<file path="config.mk">
export PLATFORM = sky130hd
export DESIGN_NAME = scsp_dma_ctrl
export DESIGN_NICKNAME = d
export VERILOG_FILES = /design/src/rtl/scsp_dma_ctrl.sv
export SDC_FILE = /design/constraint.sdc
export NUM_CORES = 1
export LEC_CHECK = 0
export CORE_MARGIN = 3
export CORE_UTILIZATION = 30
export DETAILED_ROUTE_END_ITERATION = 7
export GPL_ROUTABILITY_DRIVEN = 0
export PLACE_DENSITY_LB_ADDON = 0.2
export SKIP_LAST_GASP = 1
export SLEW_MARGIN = 20
export SYNTH_ARGS = -nofsm -noshare
export SYNTH_HDL_FRONTEND = slang
export SYNTH_SLANG_ARGS = --single-unit
export TNS_END_PERCENT = 1
</file>
<file path="constraint.sdc">
create_clock -name CLK -period 7.58 [get_ports CLK]
set_clock_uncertainty 0.15 [all_clocks]
set_input_delay 1.895 -clock CLK [delete_from_list [all_inputs] [get_ports CLK]]
set_output_delay 1.895 -clock CLK [all_outputs]
set_load 0.05 [all_outputs]
</file>
<file path="src/rtl/scsp_dma_ctrl.sv">
// SCSP DMA sequencer: moves DTLG words between sound memory and the SCSP
// register/slot space, one memory handshake plus one register strobe per word.
// The CR5-CR7 configuration is captured at start and held for the whole run.
module scsp_dma_ctrl #(
   parameter int MEM_AW = 19,
   parameter int REG_AW = 11,
   parameter int LEN_W  = 11
) (
   input  logic              CLK,
   input  logic              RST,
   input  logic              CE,
   input  logic [MEM_AW-1:0] DMEA,
   input  logic [REG_AW-1:0] DRGA,
   input  logic [LEN_W-1:0]  DTLG,
   input  logic              DDIR,
   input  logic              DGATE,
   input  logic              DEXE_SET,
   output logic              BUSY,
   output logic              DONE_IRQ,
   output logic [MEM_AW-1:0] MEM_A,
   output logic [15:0]       MEM_DO,
   input  logic [15:0]       MEM_DI,
   output logic              MEM_RD,
   output logic              MEM_WR,
   input  logic              MEM_ACK,
   output logic [REG_AW-1:0] REG_A,
   output logic [15:0]       REG_DO,
   input  logic [15:0]       REG_DI,
   output logic              REG_RD,
   output logic              REG_WR
);

   typedef enum logic [2:0] {
      IDLE, MRD, RWR, RRD, RRD_W, MWR, DONE
   } state_t;

   state_t              state, state_nx;
   logic [MEM_AW-1:0]   mem_a;
   logic [REG_AW-1:0]   reg_a;
   logic [LEN_W-1:0]    cnt;
   logic [15:0]         data_q;
   logic                dir_q;
   logic                gate_q;
   logic                start;
   logic                word_done;

   // First state of a word: gated transfers skip the source-side read entirely.
   function automatic state_t first_state(input logic dir, input logic gate);
      if (dir) return gate ? MWR : RRD;
      else     return gate ? RWR : MRD;
   endfunction

   assign start = (state == IDLE) && DEXE_SET;

   // State register; reset wins over CE so an abort takes effect immediately.
   always_ff @(posedge CLK) begin
      // NOTE: sequential state is updated with non-blocking assignments only,
      // so every register samples the pre-edge values of its neighbours.
      if (RST)     state <= IDLE;
      else if (CE) state <= state_nx;
   end

   // Next-state decode and word-completion detect.
   always_comb begin
      // NOTE: every output of this block gets a default first, so no path
      // through the case statement can leave a value unassigned (no latches).
      state_nx  = state;
      word_done = 1'b0;
      unique case (state)
         IDLE:    if (DEXE_SET) state_nx = (DTLG == '0) ? DONE : first_state(DDIR, DGATE);
         MRD:     if (MEM_ACK)  state_nx = RWR;
         RWR:     word_done = 1'b1;
         RRD:     state_nx = RRD_W;
         RRD_W:   state_nx = MWR;
         MWR:     word_done = MEM_ACK;
         DONE:    state_nx = IDLE;
         default: state_nx = IDLE;
      endcase
      if (word_done)
         state_nx = (cnt == LEN_W'(1)) ? DONE : first_state(dir_q, gate_q);
   end

   // Datapath: configuration latch, data buffer, address and word counters.
   always_ff @(posedge CLK) begin
      // NOTE: the buffer and counters are reset explicitly because their
      // values are visible on MEM_DO/REG_DO/MEM_A/REG_A straight out of reset.
      if (RST) begin
         mem_a  <= '0;
         reg_a  <= '0;
         cnt    <= '0;
         data_q <= '0;
         dir_q  <= 1'b0;
         gate_q <= 1'b0;
      end else if (CE) begin
         if (start) begin
            mem_a  <= DMEA;
            reg_a  <= DRGA;
            cnt    <= DTLG;
            dir_q  <= DDIR;
            gate_q <= DGATE;
            // Cleared here so gated transfers write zeros without a mux.
            data_q <= '0;
         end
         if (state == MRD && MEM_ACK) data_q <= MEM_DI;
         if (state == RRD_W)          data_q <= REG_DI;
         if (word_done) begin
            mem_a <= mem_a + 1'b1;
            reg_a <= reg_a + 1'b1;
            cnt   <= cnt - 1'b1;
         end
      end
   end

   // Strobes and requests are pure state decodes, so CE=0 holds them as-is.
   assign BUSY     = (state != IDLE) && (state != DONE);
   assign DONE_IRQ = (state == DONE);
   assign MEM_RD   = (state == MRD);
   assign MEM_WR   = (state == MWR);
   assign REG_RD   = (state == RRD);
   assign REG_WR   = (state == RWR);
   assign MEM_A    = mem_a;
   assign REG_A    = reg_a;
   assign MEM_DO   = data_q;
   assign REG_DO   = data_q;

endmodule

</file>
==> flow_metrics.py, run 1 <==
metrics = {
    "worst_setup_path": {
        "crit_path_max_incr_delay_ns": 0.80,
        "rrSetupSlack_ns": 4.65,
        "worstSetupEndpointType": "output pin",
        "path_cells": "or3b_1, inv_1, clkdlybuf4s50_1",
        "cp_max_fo": 16,
        "required_ns": 5.54,
        "cpMaxStageDelayCell": "clkdlybuf4s50_1",
        "critPathBufInv": 2,
        "crit_type": "flip-flop to output pin",
        "start_kind": "flip-flop",
        "cpLargestDelayFamily": "buffers and inverters",
        "arrival_ns": 2.32,
    },
    "sta": {
        "tightest_slew_ns": 0.956,
        "rsz0062_at_grt": "false",
        "fin_crit_ns": 4.37,
        "setup_tns_ns": 0,
        "fin_crit_sh_pct": 57.6,
        "slew_headroom_pct": 36.1,
        "timing.hold.ws_ns": 0.330,
        "finalMaxSlewViolations": 0,
        "finalSetupViolCount": 0,
        "max_freq_mhz": 229,
        "layout_setup_ws_ns": 3.21,
        "finalHoldViolCount": 0,
    },
    "yosys": {
        "syn-num-nets": 582,
        "synthFlopType": "dfxtp_1",
        "yosys.area_share.simple_pct": 24.5,
        "syn_area_per_cell_um2": 7.52,
        "yosysWarnings": 0,
        "synth_largest_area_cell": "dfxtp_1",
        "synth.area.top_cells": "dfxtp_1 (33%), a211oi_1 (5.5%), a21oi_1 (5.3%)",
        "synth_xor_area_share_pct": 0,
        "synth_top_area_share_pct": 33.4,
        "synth_fa_ha_area_share_pct": 2.69,
        "synth_compound_area_share_pct": 29.7,
        "syn_inst": 494,
        "ys_ff_latch": 62,
        "synthArstFlopShare_pct": 0,
        "synth.most_common_cell": "dfxtp_1",
        "synth_top_family_by_area": "compound AO/OA/AOI/OAI gates",
        "synth_cell_type_count": 58,
        "synth_edf_count": 0,
        "synth_common_cells": "dfxtp_1 (62), nand2_1 (50), nor2_1 (49)",
        "synth_area_um2": 3720,
        "synth-seq-area-share_pct": 33.4,
        "muxShareOfSynthArea_pct": 1.11,
    },
    "placement": {
        "placement.cell_area_um2": 5190,
        "dpl.hpwl_mm": 8.67,
        "pre_cts_ws_ns": 2.96,
        "dp.cells": 763,
        "io_buffers": 147,
    },
    "power_and_ir_drop": {
        "ir_drop_mv": 0.112,
        "clkPwrFrac_pct": 28.6,
        "switching_power_uw": 550,
        "power_density_nw_per_um2": 250,
        "combPwrFrac_pct": 40.4,
        "power.total_mw": 1.37,
        "leakage_nw": 1.88,
        "switching_share_pct": 40.1,
        "p_seq_share_pct": 31.0,
        "intPower_uw": 822,
    },
    "flow_run": {
        "drv_cap": 0,
    },
    "die": {
        "start_util_pct": 30.8,
        "fp.dieH_um": 117,
        "die_width_um": 117,
        "io_pins": 148,
        "row_count": 40,
        "dieArea_um2": 13800,
        "core_area_um2": 12100,
    },
    "global_routing": {
        "grt_max_degree": 65,
        "antenna_found_initial": 0,
        "grt_pass1_vias": 3989,
        "grt_use_total_pct": 17.7,
        "grt_pass1_wl_mm": 20.3,
        "gr-total-overflow": 0,
    },
    "clock_network": {
        "cts_root_buf": "clkbuf_16",
        "cts_buffer_depth": 2,
        "worstSkewPairLatency_ns": 0.33,
        "clk_pin_slew_ns": 0.05,
        "cts_resized": 0,
        "tritoncts": "yes",
        "htreeDepth": 3,
        "cts-hold-fix-buffers": 0,
        "postCtsSetupBuffers": 0,
        "cts_made_buffers": 9,
        "cts_sinks": 62,
    },
    "route": {
        "wl_per_cell_um": 16.0,
        "drtAntennaViolNets": 0,
        "drc": 0,
        "vias": 4087,
        "firstDrtPassIters": 5,
        "drt-total-wl_mm": 12.5,
        "drt_iter0_drc": 247,
        "viasPerCell": 5.25,
    },
    "layout": {
        "stdcell_area_um2": 5480,
        "drive_above_1_share_pct": 5.24,
        "final_core_utilization_pct": 45.4,
        "antenna_cells": 0,
        "instances_no_fill": 779,
        "final_nets": 694,
        "syn_to_final_growth_pct": 47.4,
    },
    "outcome": {
        "status": "completed",
    },
    "hold_path": {
        "hp-class": "flip-flop to flip-flop",
    },
}
-- logic make-up after synthesis --
logic type	after synthesis
multiplexers	4
AND/OR/NAND/NOR	185
adder cells (fa/ha/maj)	8
buffers and inverters	69
AO/OA/AOI/OAI	166
flip-flops	62
-- sequential cells by signal, summed over array words and instances, names as in the netlist --
register	cells
MEM_DO	16
cnt	11
gate_q	1
state	3
REG_A	11
MEM_A	19
dir_q	1
-- layout make-up --
class / instances / area, um2
inverters: 18 / 67.6
repair buffers: 152 / 1500
flip-flops and latches: 62 / 1240
clock buffers: 16 / 282
fillers: 1195 / 6580
well taps: 168 / 210
multi-input cells: 363 / 2180
-- layer usage --
layer	up-vias	track usage [%]	share of wire [%]
li1	2049	-	-
met4	0	5.43	1.1
met2	132	28.8	47
met1	1895	23.0	46
met5	-	0	0
met3	11	4.77	6.2
-- power by group through the flow --
stage          Clock [mW]  Sequential (mW)  Combinational (mW)
6_report            0.391            0.425               0.554
5_1_grt             0.418            0.433               0.596
4_1_cts             0.403            0.424               0.556
3_5_place_dp            0            0.431               0.555
3_3_place_gp            0            0.429               0.549
2_1_floorplan           0            0.522               0.284
-- placed cells by master, fill, tap and decap left out, types with 2 or more instances in the layout --
cell type and n:
a211o_1 2, a211oi_1 27, a21o_1 8, a21oi_1 39, a221oi_1 2, a22oi_1 17
a311oi_1 2, a31oi_1 2, a32o_1 5, and2_1 4, and3_1 7, and4_1 3
buf_4 5, clkbuf_1 4, clkbuf_16 9, clkbuf_8 3, clkdlybuf4s50_1 146, dfxtp_1 62
ha_1 8, inv_1 17, mux2i_1 3, nand2_1 50, nand2b_1 2, nand3_1 18
nand3b_1 3, nand4_1 7, nand4b_1 2, nor2_1 48, nor3_1 16, nor4_1 7
o211ai_1 2, o21a_1 3, o21ai_0 33, o221a_2 2, o22ai_1 4, o31ai_1 5
o32ai_1 4, or3_1 5
-- worst paths after layout --
check / to / cells after the start / from
max: REG_WR / 3 / state[1]
max reg2reg: MEM_A[18] / 5 / state[1]
min reg2reg: cnt[5] / 2 / cnt[5]
min: cnt[5] / 2 / cnt[5]
-- tightest hold or removal path, delay by kind of cell, from the launching register on --
kind	cells	cell delay, ns
DFF	1	0.30
AOI/OAI and AO/OA	2	0.13
(Power assumes the default switching activity.)
==> inputs of run 2 (changes only) <==
Clock period 7.58 ns to 4.4 ns, I/O delays scaled along.
==> flow_metrics.py, run 2 (synthesis gave the netlist of run 1 again) <==
metrics = {
    "die": {
        "io_pins": 148,
        "core_area_um2": 12100,
        "start_util_pct": 30.8,
        "dieArea_um2": 13800,
        "row_count": 40,
        "die_width_um": 117,
        "fp.dieH_um": 117,
    },
    "placement": {
        "dpl.hpwl_mm": 9.12,
        "io_buffers": 147,
        "dp.cells": 766,
    },
    "route": {
        "drc": 0,
        "drt_iter0_drc": 203,
        "viasPerCell": 5.34,
        "vias": 4178,
        "drt-total-wl_mm": 12.8,
        "firstDrtPassIters": 4,
        "drtAntennaViolNets": 0,
        "wl_per_cell_um": 16.4,
    },
    "clock_network": {
        "tritoncts": "yes",
        "htreeDepth": 3,
        "cts_sinks": 62,
        "cts_buffer_depth": 2,
        "cts_resized": 0,
        "cts-hold-fix-buffers": 0,
        "clk_pin_slew_ns": 0.06,
        "worstSkewPairLatency_ns": 0.34,
        "cts_root_buf": "clkbuf_16",
        "cts_made_buffers": 9,
        "postCtsSetupBuffers": 0,
    },
    "global_routing": {
        "antenna_found_initial": 0,
        "grt_max_degree": 54,
        "grt_pass1_vias": 4070,
        "grt_pass1_wl_mm": 21.2,
        "grt_use_total_pct": 18.5,
        "gr-total-overflow": 0,
    },
    "sta": {
        "tightest_slew_ns": 0.710,
        "finalMaxSlewViolations": 0,
        "finalHoldViolCount": 0,
        "timing.hold.ws_ns": 0.342,
        "fin_crit_sh_pct": 82.2,
        "rsz0062_at_grt": "false",
        "slew_headroom_pct": 52.5,
        "finalSetupViolCount": 0,
        "setup_tns_ns": 0,
        "max_freq_mhz": 276,
        "fin_crit_ns": 3.62,
    },
    "power_and_ir_drop": {
        "power_density_nw_per_um2": 458,
        "switching_share_pct": 38.3,
        "intPower_mw": 1.57,
        "combPwrFrac_pct": 37.7,
        "p_seq_share_pct": 28.7,
        "clkPwrFrac_pct": 33.6,
        "switching_power_uw": 977,
        "ir_drop_mv": 0.159,
        "leakage_nw": 1.93,
    },
    "layout": {
        "antenna_cells": 0,
        "syn_to_final_growth_pct": 50.0,
        "drive_above_1_share_pct": 6.19,
        "fillers": 1219,
        "largest_register_ffs": 19,
        "mostFrequentLayoutCell": "clkdlybuf4s50_1",
        "multi_input_area_um2": 2170,
        "final_cell_mix": "clkdlybuf4s50_1 (146), dfxtp_1 (62), nand2_1 (50), nor2_1 (49), a21oi_1 (39)",
        "final_core_utilization_pct": 46.2,
        "instances_no_fill": 782,
        "register_area_um2": 1240,
        "final_nets": 697,
    },
    "flow_run": {
        "drv_cap": 0,
    },
    "worst_setup_path": {
        "crit_type": "flip-flop to output pin",
        "start_kind": "flip-flop",
        "worstSetupEndpointType": "output pin",
        "arrival_ns": 2.37,
        "required_ns": 3.15,
        "cp_max_fo": 16,
    },
    "hold_path": {
        "hp-class": "flip-flop to flip-flop",
    },
    "outcome": {
        "status": "completed",
    },
}
run 2: worst paths after layout:
| path | from | to | slack (ns) | cells past startpoint |
|---|---|---|---|---|
| worst max-delay path | state[1] | REG_WR | 0.78 | 3 |
| worst min-delay path | gate_q | gate_q | 0.34 | 2 |
| worst max register to register | state[1] | MEM_A[6] | 1.67 | 6 |
| worst min register to register | gate_q | gate_q | 0.34 | 2 |
run 2: cell type report:
type                    instances  area share (%)
multi-input cells             363            39.0
repair buffers                155            27.4
flip-flops and latches         62            22.3
clock buffers                  11            4.53
well taps                     168            3.77
clock inverters                 5            1.88
inverters                      18            1.21
run 2: power groups by stage:
stage / Combinational, mW / Clock (mW) / Sequential, mW
after floorplan: 0.489 / 0 / 0.900
after global placement: 0.950 / 0 / 0.740
after detailed placement: 0.962 / 0 / 0.742
after CTS: 0.965 / 0.878 / 0.731
after global routing: 1.04 / 0.903 / 0.749
final: 0.962 / 0.858 / 0.733
run 2: through the flow:
stage	worst slack (ns)	area [um2]	total power, mW
2_1_floorplan	1.55	3720	1.39
4_1_cts	0.815	5570	2.57
3_3_place_gp	0.965	5210	1.69
5_1_grt	0.698	5580	2.69
3_5_place_dp	0.886	5210	1.70
6_report	0.782	5580	2.55
run 2: worst max-delay path: stages (launching register included):
cell	delay (ns)
dfxtp_1	0.67
or3b_1	0.47
inv_1	0.09
clkdlybuf4s50_1	0.80
run 2: routing by layer:
metal,wire length [um],vias up,GRT usage [%]
li1,-,2062,-
met1,5930,1963,24.6
met2,5990,138,29.7
met3,692,15,4.34
met4,183,0,6.38
met5,0,-,0
==> inputs of run 3 (changes only) <==
Clock period 4.4 ns to 3.2 ns, I/O delays scaled along.
==> flow_metrics.py, run 3 (synthesis gave the netlist of run 1 again) <==
metrics = {
    "flow_run": {
        "drv_cap": 0,
    },
    "sta": {
        "slew_headroom_pct": 53.8,
        "fin_crit_ns": 2.95,
        "setup_tns_ns": 0,
        "finalHoldViolCount": 0,
        "tightest_slew_ns": 0.687,
        "fin_crit_sh_pct": 92.3,
        "rsz0062_at_grt": "false",
        "finalMaxSlewViolations": 0,
        "max_freq_mhz": 339,
        "finalSetupViolCount": 0,
    },
    "hold_path": {
        "hp-class": "flip-flop to flip-flop",
    },
    "layout": {
        "final_cell_mix": "clkdlybuf4s50_1 (145), dfxtp_1 (62), nand2_1 (50), nor2_1 (49), a21oi_1 (39)",
        "antenna_cells": 0,
        "multi_input_area_um2": 2170,
        "final_nets": 704,
        "fillers": 1194,
        "largest_register_ffs": 19,
        "register_area_um2": 1240,
        "drive_above_1_share_pct": 7.09,
        "mostFrequentLayoutCell": "clkdlybuf4s50_1",
        "syn_to_final_growth_pct": 50.7,
    },
    "placement": {
        "dpl.hpwl_mm": 9.20,
        "io_buffers": 147,
    },
    "route": {
        "wl_per_cell_um": 16.1,
        "met2_length_mm": 6.00,
        "viasPerCell": 5.34,
        "drt-total-wl_mm": 12.7,
        "top_layer_used": "met4",
        "firstDrtPassIters": 5,
        "met3_length_um": 831,
        "drt_iter0_drc": 228,
        "wl_met1_mm": 5.70,
        "drc": 0,
        "drtAntennaViolNets": 0,
        "vias": 4212,
    },
    "global_routing": {
        "antenna_found_initial": 0,
        "grt_pass1_wl_mm": 21.3,
        "grt_pass1_vias": 4159,
        "grt_use_total_pct": 18.4,
        "gr-total-overflow": 0,
        "grt_max_degree": 46,
    },
    "clock_network": {
        "cts-hold-fix-buffers": 0,
        "worstSkewPairLatency_ns": 0.33,
        "tritoncts": "yes",
        "cts_made_buffers": 9,
        "cts_sinks": 62,
        "clk_pin_slew_ns": 0.05,
        "cts_buffer_depth": 2,
        "postCtsSetupBuffers": 0,
        "cts_resized": 0,
        "cts_root_buf": "clkbuf_16",
        "htreeDepth": 3,
    },
    "die": {
        "start_util_pct": 30.8,
        "die_width_um": 117,
        "core_area_um2": 12100,
        "row_count": 40,
        "io_pins": 148,
        "dieArea_um2": 13800,
        "fp.dieH_um": 117,
    },
    "worst_setup_path": {
        "crit_type": "flip-flop to output pin",
        "start_kind": "flip-flop",
        "arrival_ns": 2.00,
        "cpMaxStageDelayCell": "clkdlybuf4s50_1",
        "required_ns": 2.25,
        "path_cells": "nand2_1, nand3_1, clkdlybuf4s50_1",
        "crit_path_max_incr_delay_ns": 0.81,
        "cp_max_fo": 16,
        "worstSetupEndpointType": "output pin",
    },
    "power_and_ir_drop": {
        "power.total_mw": 3.37,
        "leakage_nw": 1.96,
        "power_density_nw_per_um2": 602,
        "ir_drop_mv": 0.263,
    },
    "outcome": {
        "status": "completed",
    },
}
-- run 3: cell count changes in the layout (fill, tap and decap cells not counted), sizes merged --
cell / change
buf: +8
clkinvlp: -1
bufinv: -2
clkdlybuf4s50: -1
clkinv: +1
clkbuf: +2
-- run 3: metrics by stage --
step	setup WS [ns]	util (%)	std cells	hold slack, ns	cell area (um2)
floorplan	0.345	-	494	0.300	3720
global placement	0.300	43.9	773	0.320	5300
detailed placement	0.223	43.9	773	0.322	5300
CTS	0.247	46.5	789	0.330	5600
global route	0.139	46.5	789	0.366	5600
finish	0.246	46.5	789	0.327	5600
-- run 3: path summary, 6_finish.rpt --
check	start	end	slack, ns	cells after the start
max reg2reg	MEM_A[0]	MEM_A[18]	0.51	6
min reg2reg	gate_q	gate_q	0.33	2
max	state[1]	BUSY	0.25	3
min	gate_q	gate_q	0.33	2
-- run 3: where the power goes --
part           total [mW]  switching [mW]  internal [mW]
Sequential           1.00           0.124          0.876
Clock                1.01           0.363          0.645
Combinational        1.37           0.849          0.517
Total                3.37            1.34           2.04
-- run 3: layer usage --
metal  global-route usage, %  vias to the layer above
met5                       0                        -
met4                    4.40                        0
met3                    4.63                       14
met2                    30.2                      145
met1                    24.3                     1989
li1                        -                     2064
-- run 3: cell type report --
type,instances,area share [%]
Clock inverter,3,0.759
Multi-Input combinational cell,363,38.7
Tap cell,168,3.75
Inverter,18,1.21
Timing Repair Buffer,162,28.8
Clock buffer,13,4.64
Sequential cell,62,22.2
-- run 3: worst max-delay path, delay by kind of cell, from the launching register on --
| kind | cells | cell delay, ns |
|---|---|---|
| AND/OR/NAND/NOR | 2 | 0.24 |
| flip-flops | 1 | 0.63 |
| buffers and inverters | 1 | 0.81 |
